$ cat src/rtl/ae_luma_stat_5x5.sv
// ae_luma_stat_5x5: reduces each 5x5 luma window to a box-filtered 8-bit value
// over a 3-stage pipeline, accumulates per-frame statistics, and divides out the
// frame mean after vsync falls so the AE loop gets a single valid strobe.
module ae_luma_stat_5x5 #(
  parameter logic [7:0] HI_THR = 8'd235,
  parameter logic [7:0] LO_THR = 8'd16
) (
  input  logic        clk,
  input  logic        rst,
  input  logic        matrix_frame_vsync,
  input  logic        matrix_frame_href,
  input  logic        matrix_frame_hsync,
  input  logic [10:0] matrix_p11, matrix_p12, matrix_p13, matrix_p14, matrix_p15,
  input  logic [10:0] matrix_p21, matrix_p22, matrix_p23, matrix_p24, matrix_p25,
  input  logic [10:0] matrix_p31, matrix_p32, matrix_p33, matrix_p34, matrix_p35,
  input  logic [10:0] matrix_p41, matrix_p42, matrix_p43, matrix_p44, matrix_p45,
  input  logic [10:0] matrix_p51, matrix_p52, matrix_p53, matrix_p54, matrix_p55,
  output logic        post_frame_vsync,
  output logic        post_frame_href,
  output logic        post_frame_hsync,
  output logic [7:0]  post_img_Y,
  output logic [7:0]  frame_mean,
  output logic [23:0] frame_pix_cnt,
  output logic [23:0] frame_hi_cnt,
  output logic [23:0] frame_lo_cnt,
  output logic        frame_stat_valid
);

  localparam logic [23:0] CNT_MAX = 24'hFFFFFF;

  typedef enum logic [1:0] {IDLE = 2'd0, DIV = 2'd1, DONE = 2'd2} state_t;

  logic [13:0] row1_d, row2_d, row3_d, row4_d, row5_d;
  logic [13:0] row1_q, row2_q, row3_q, row4_q, row5_q;
  logic [2:0]  sync1_q, sync2_q, sync3_q;
  logic [15:0] total_d, total_q;
  logic [11:0] yRaw_d;
  logic [7:0]  ySat_d, y_q;

  logic [31:0] sum_acc_q;
  logic [23:0] cnt_acc_q, hi_acc_q, lo_acc_q;
  logic        prev_vsync_q;
  logic        frameEdge;

  state_t      state_q, state_d;
  logic [4:0]  iter_q;
  logic [31:0] dvd_q;
  logic [23:0] rem_q;
  logic [23:0] snap_cnt_q, snap_hi_q, snap_lo_q;
  logic [24:0] shifted_d;
  logic [23:0] diff_d, rem_d;
  logic        qbit_d;

  logic        doneLoad;
  logic [7:0]  meanNew;
  logic [7:0]  mean_q;
  logic [23:0] pix_q, hi_q, lo_q;

  // Stage 1/2 arithmetic: five 14-bit row sums, then their 16-bit total
  always_comb begin
    row1_d  = 14'(matrix_p11) + 14'(matrix_p12) + 14'(matrix_p13) + 14'(matrix_p14) + 14'(matrix_p15);
    row2_d  = 14'(matrix_p21) + 14'(matrix_p22) + 14'(matrix_p23) + 14'(matrix_p24) + 14'(matrix_p25);
    row3_d  = 14'(matrix_p31) + 14'(matrix_p32) + 14'(matrix_p33) + 14'(matrix_p34) + 14'(matrix_p35);
    row4_d  = 14'(matrix_p41) + 14'(matrix_p42) + 14'(matrix_p43) + 14'(matrix_p44) + 14'(matrix_p45);
    row5_d  = 14'(matrix_p51) + 14'(matrix_p52) + 14'(matrix_p53) + 14'(matrix_p54) + 14'(matrix_p55);
    total_d = 16'(row1_q) + 16'(row2_q) + 16'(row3_q) + 16'(row4_q) + 16'(row5_q);
  end

  // Stage 3 arithmetic: multiply by 41/1024 (about 1/25) and clamp to 8 bits
  always_comb begin
    yRaw_d = 12'(({6'd0, total_q} * 22'd41) >> 10);
    ySat_d = (|yRaw_d[11:8]) ? 8'd255 : yRaw_d[7:0];
  end

  // Pixel pipeline registers with the syncs travelling alongside
  always_ff @(posedge clk) begin
    if (rst) begin
      row1_q  <= '0; row2_q <= '0; row3_q <= '0; row4_q <= '0; row5_q <= '0;
      total_q <= '0;
      y_q     <= '0;
      sync1_q <= '0; sync2_q <= '0; sync3_q <= '0;
    end else begin
      row1_q  <= row1_d; row2_q <= row2_d; row3_q <= row3_d;
      row4_q  <= row4_d; row5_q <= row5_d;
      sync1_q <= {matrix_frame_vsync, matrix_frame_href, matrix_frame_hsync};
      total_q <= total_d;
      sync2_q <= sync1_q;
      y_q     <= sync2_q[1] ? ySat_d : 8'd0;
      sync3_q <= sync2_q;
    end
  end

  assign post_frame_vsync = sync3_q[2];
  assign post_frame_href  = sync3_q[1];
  assign post_frame_hsync = sync3_q[0];
  assign post_img_Y       = y_q;

  // The frame ends on the first cycle the retimed vsync is seen low after high
  assign frameEdge = prev_vsync_q & ~post_frame_vsync;

  // Frame accumulators, held clear outside the active vsync window
  always_ff @(posedge clk) begin
    if (rst || !post_frame_vsync) begin
      sum_acc_q <= '0;
      cnt_acc_q <= '0;
      hi_acc_q  <= '0;
      lo_acc_q  <= '0;
    end else if (post_frame_href) begin
      sum_acc_q <= sum_acc_q + {24'd0, y_q};
      if (cnt_acc_q != CNT_MAX) cnt_acc_q <= cnt_acc_q + 24'd1;
      if (y_q >= HI_THR && hi_acc_q != CNT_MAX) hi_acc_q <= hi_acc_q + 24'd1;
      if (y_q <= LO_THR && lo_acc_q != CNT_MAX) lo_acc_q <= lo_acc_q + 24'd1;
    end
  end

  // Previous retimed vsync for edge detection
  always_ff @(posedge clk) begin
    if (rst) prev_vsync_q <= 1'b0;
    else     prev_vsync_q <= post_frame_vsync;
  end

  // Control: any frame edge (re)starts the divide, otherwise step IDLE->DIV->DONE
  always_comb begin
    state_d = state_q;
    case (state_q)
      IDLE:    state_d = IDLE;
      DIV:     state_d = (iter_q == 5'd31) ? DONE : DIV;
      DONE:    state_d = IDLE;
      default: state_d = IDLE;
    endcase
    if (frameEdge) state_d = DIV;
  end

  // State register
  always_ff @(posedge clk) begin
    if (rst) state_q <= IDLE;
    else     state_q <= state_d;
  end

  // One restoring-division step; a zero count never produces quotient bits
  always_comb begin
    shifted_d = {rem_q, dvd_q[31]};
    diff_d    = shifted_d[23:0] - snap_cnt_q;
    qbit_d    = (snap_cnt_q != 24'd0) && (shifted_d >= {1'b0, snap_cnt_q});
    rem_d     = qbit_d ? diff_d : shifted_d[23:0];
  end

  // Snapshot on the frame edge, then shift one quotient bit in per DIV cycle
  always_ff @(posedge clk) begin
    if (rst) begin
      dvd_q      <= '0;
      rem_q      <= '0;
      iter_q     <= '0;
      snap_cnt_q <= '0;
      snap_hi_q  <= '0;
      snap_lo_q  <= '0;
    end else if (frameEdge) begin
      dvd_q      <= sum_acc_q;
      rem_q      <= '0;
      iter_q     <= '0;
      snap_cnt_q <= cnt_acc_q;
      snap_hi_q  <= hi_acc_q;
      snap_lo_q  <= lo_acc_q;
    end else if (state_q == DIV) begin
      dvd_q  <= {dvd_q[30:0], qbit_d};
      rem_q  <= rem_d;
      iter_q <= iter_q + 5'd1;
    end
  end

  // DONE presents the fresh result unless a new edge aborts it in that cycle
  always_comb begin
    doneLoad = (state_q == DONE) && !frameEdge;
    if (snap_cnt_q == 24'd0) meanNew = 8'd0;
    else if (|dvd_q[31:8])   meanNew = 8'd255;
    else                     meanNew = dvd_q[7:0];
  end

  // Held frame results, refreshed only by a completed DONE
  always_ff @(posedge clk) begin
    if (rst) begin
      mean_q <= '0;
      pix_q  <= '0;
      hi_q   <= '0;
      lo_q   <= '0;
    end else if (doneLoad) begin
      mean_q <= meanNew;
      pix_q  <= snap_cnt_q;
      hi_q   <= snap_hi_q;
      lo_q   <= snap_lo_q;
    end
  end

  assign frame_stat_valid = doneLoad;
  assign frame_mean       = doneLoad ? meanNew    : mean_q;
  assign frame_pix_cnt    = doneLoad ? snap_cnt_q : pix_q;
  assign frame_hi_cnt     = doneLoad ? snap_hi_q  : hi_q;
  assign frame_lo_cnt     = doneLoad ? snap_lo_q  : lo_q;

endmodule

$ cat config.mk
export PLATFORM = sky130hd
export DESIGN_NAME = ae_luma_stat_5x5
export DESIGN_NICKNAME = d
export VERILOG_FILES = /design/src/rtl/ae_luma_stat_5x5.sv
export SDC_FILE = /design/constraint.sdc
export NUM_CORES = 1
export LEC_CHECK = 0
export BUFFER_PORTS_ARGS = -buffer_cell sky130_fd_sc_hd__buf_2
export CAP_MARGIN = 10
export CELL_PAD_IN_SITES_DETAIL_PLACEMENT = 1
export CELL_PAD_IN_SITES_GLOBAL_PLACEMENT = 1
export CORE_UTILIZATION = 37
export CTS_CLUSTER_DIAMETER = 150
export DETAILED_ROUTE_END_ITERATION = 6
export PLACE_DENSITY = 0.73
export SLEW_MARGIN = 0
export SYNTH_ARGS = -nofsm -noshare
export SYNTH_HDL_FRONTEND = slang
export SYNTH_SLANG_ARGS = --single-unit
$ cat constraint.sdc
create_clock -name clk -period 5 [get_ports clk]
set_input_delay 0.5 -clock clk [delete_from_list [all_inputs] [get_ports clk]]
set_output_delay 0.5 -clock clk [all_outputs]
set_load 0.005 [all_outputs]
==> flow_summary.yaml <==
floorplan:
  row_count: 99
  core_area_um2: 73330
  dieArea_um2: 75540
  die_w_um: 274.8
  chipHeight_um: 274.8
  start_util_pct: 37.56
  io_pins: 372
pwr:
  p_switching_mw: 5.878
  switching_share_pct: 39.29
  p_int_mw: 9.081
  p_seq_share_pct: 26.1
  irDropWorstVdd_v: 0.0004008
  pwr-share-clk_pct: 24.0
  pwr-share-comb_pct: 49.9
  p_leak_nw: 15.32
  power_per_cell_area_nw_per_um2: 468.9
drt:
  via_per_inst: 4.828
  wl_per_cell_um: 15.29
  drcViolationCount: 5
  wirelength_mm: 71.25
  num_vias: 22502
  drt_iter0_drc: 667
  postRouteAntennaNets: 0
  dr.pass1.iters: 7
critical_path:
  path_common_cell: "inv_1"
  path_cells: "inv_1 -> fa_1 -> inv_1 -> fa_1 -> inv_1 -> fa_1 -> inv_1 -> ha_1 -> a21o_1 -> a21o_1 -> a2111oi_0 -> nor2_1 -> a41o_1 -> o41ai_2 -> o21ai_1 -> mux2_2"
  cpPeakStageDelay_ns: 0.55
  endpoint_kind: "flop"
  crit_slowest_cell: "fa_1"
  required_ns: 5.45
  cp_max_fo: 3
  worstPathArrival_ns: 4.90
  path_class: "reg -> reg"
  worstSetupStartpointType: "flop"
logic_synthesis:
  synthCells: 3346
  ys_ff_latch: 423
  synth_most_common_cell: "inv_1"
  synth-edff-count: 0
  synth_commonest_cells: "inv_1, nand2_1, dfxtp_1"
  synthArstFlopShare_pct: 0
  synth_warnings: 0
  synth_nets: 4014
  netlist_area_um2: 27540
  yosysTopAreaCellShare_pct: 30.74
  synthTopCellsByArea: "dfxtp_1, fa_1, inv_1"
  synth_cell_types: 74
  syn_avg_cell_area_um2: 8.232
  synth_flop_cell: "dfxtp_1"
  seq_area_frac_synth_pct: 30.74
  yosysTopAreaCell: "dfxtp_1"
cts:
  tritoncts: "built"
  cts_sinks: 423
  clock_path_buffers: 3
  ctsResizeCount: 0
  post_cts_buffers: 0
  clock_latency_ns: 0.59
  cts_hold_buffers: 0
  cts_made_buffers: 48
  cts.clk_slew.worst_paths_ns: 0.06
  cts-htree-levels: 2
  cts_root_buf: "clkbuf_16"
timing:
  tightest_slew_ns: 1.106
  slew_headroom_pct: 26.25
  post-route-worst-setup-slack_ns: 0.5487
  tns_ns: 0
  setup_violations: 0
  rsz0062_at_grt: "no"
  layout_min_cycle_time_ns: 4.451
  fmax_mhz: 224.7
  skew_ns: 0.03216
  min_period_over_period_pct: 89.03
  hold_violations: 0
  slew_violations: 0
grt:
  grt_pass1_vias: 23903
  grt_util_all_layers_pct: 19.10
  grt_overflow: 0
  antenna_found_initial: 1
  grt_max_degree: 105
  grt_pass1_wl_mm: 117.4
placed_design:
  dp_hpwl_mm: 55.37
  dp_cells: 4574
  placed_area_um2: 30290
  place_ws_ns: 0.5217
  gp_congestion: 0.8284
  place.port_buffers: 371
finish:
  nets: 4333
  n_fill_cell: 8935
  areaGrowthSynthToFinish_pct: 15.83
  fin_cells: 4661
  register_area_um2: 8468
  drive_gt1_share_pct: 13.61
  diodes: 0
  post-route-cell-area_um2: 31900
  multi_input_area_um2: 16190
flow_run:
  cap_viol_max_count: 0
min_path:
  hold_path.class: "in -> reg"
status:
  violations: "design-rule violations"
  status: "finished, violations left"
==> path summary, 6_finish.rpt <==
check                              from                      to  slack, ns  cells after the start
setup / recovery   row1_q[2]$_SDFF_PP0_  total_q[14]$_SDFF_PP0_       0.55                     16
hold / removal       matrix_frame_hsync   sync1_q[0]$_SDFF_PP0_       0.15                      2
setup reg to reg   row1_q[2]$_SDFF_PP0_  total_q[14]$_SDFF_PP0_       0.55                     16
hold reg to reg   sync2_q[0]$_SDFF_PP0_   sync3_q[0]$_SDFF_PP0_       0.43                      1
==> power groups by stage <==
| stage | registers (mW) | clock network, mW | logic (mW) |
|---|---|---|---|
| floorplan | 3.88 | 0 | 5.87 |
| global placement | 3.98 | 0 | 7.34 |
| detailed placement | 3.98 | 0 | 7.58 |
| CTS | 3.91 | 3.70 | 7.64 |
| global route | 3.93 | 3.84 | 8.80 |
| finish | 3.90 | 3.59 | 7.46 |
==> per-stage QoR <==
| stage | power, mW | util, % | hold slack, ns |
|---|---|---|---|
| 2_1_floorplan | 9.748 | - | 0.4138 |
| 3_3_place_gp | 11.31 | 41.31 | 0.4154 |
| 3_5_place_dp | 11.56 | 41.31 | 0.4287 |
| 4_1_cts | 15.25 | 43.51 | 0.1079 |
| 5_1_grt | 16.56 | 43.51 | 0.1236 |
| 6_report | 14.96 | 43.51 | 0.1465 |
==> cell type report <==
type                            instances  share of cell area [%]
Multi-Input combinational cell       2153                   50.75
Sequential cell                       423                   26.54
Inverter                              651                   7.659
Timing Repair Buffer                  388                   6.239
Clock buffer                           62                   4.216
Tap cell                              959                   3.761
Clock inverter                         25                  0.8314
==> critical path: cells and delay by family, from the launching register on <==
family | cells | cell delay (ns)
multiplexers | 1 | 0.28
buffers and inverters | 4 | 0.21
AO/OA/AOI/OAI | 6 | 1.53
flip-flops | 1 | 0.31
AND/OR/NAND/NOR | 1 | 0.13
adder cells (fa/ha/maj) | 4 | 1.85
==> cell families (layout without fill, tap and decap cells) <==
group | Yosys count | count (layout) | share of synthesized area [%]
AND/OR/NAND/NOR | 1117 | 1117 | 18.73
buffers and inverters | 770 | 1126 | 10.60
AO/OA/AOI/OAI | 490 | 490 | 11.31
flip-flops | 423 | 423 | 30.74
adder cells (fa/ha/maj) | 388 | 388 | 23.43
XOR/XNOR | 126 | 126 | 4.007
multiplexers | 32 | 32 | 1.181
==> cell usage in the layout (no fill, tap or decap), types with 42 or more instances in the layout <==
cell and count:
ha_1 175, clkbuf_16 49, xnor2_1 60, a311oi_1 44
xor2_1 66, nand3_1 51, nor2_1 208, nor3_1 51
dfxtp_1 423, fa_1 213, nand2_1 512, and2_1 94
a21o_1 42, nor2b_1 43, a21oi_1 187, buf_2 370
inv_1 648, o21ai_0 99
==> routing by layer <==
| metal | vias up | global-route usage [%] | part of all wire (%) |
|---|---|---|---|
| li1 | 11221 | - | - |
| met1 | 10893 | 21.69 | 41 |
| met2 | 296 | 36.86 | 53 |
| met3 | 90 | 2.959 | 3.7 |
| met4 | 2 | 4.551 | 2.0 |
| met5 | - | 0 | 0.014 |
==> flip-flops by register name, indices dropped and copies added, names as in the netlist, 3 cells and up <==
signal	flops
lo_acc_q	24
row4_q	14
pix_q	24
snap_cnt_q	24
sync1_q	3
lo_q	24
cnt_acc_q	24
rem_q	24
dvd_q	32
sync3_q	3
row1_q	14
row2_q	14
snap_hi_q	24
hi_q	24
mean_q	8
snap_lo_q	24
sum_acc_q	32
post_img_Y	8
row3_q	14
iter_q	5
sync2_q	3
row5_q	14
total_q	16
hi_acc_q	24
Power figures use the tool's default switching activity.
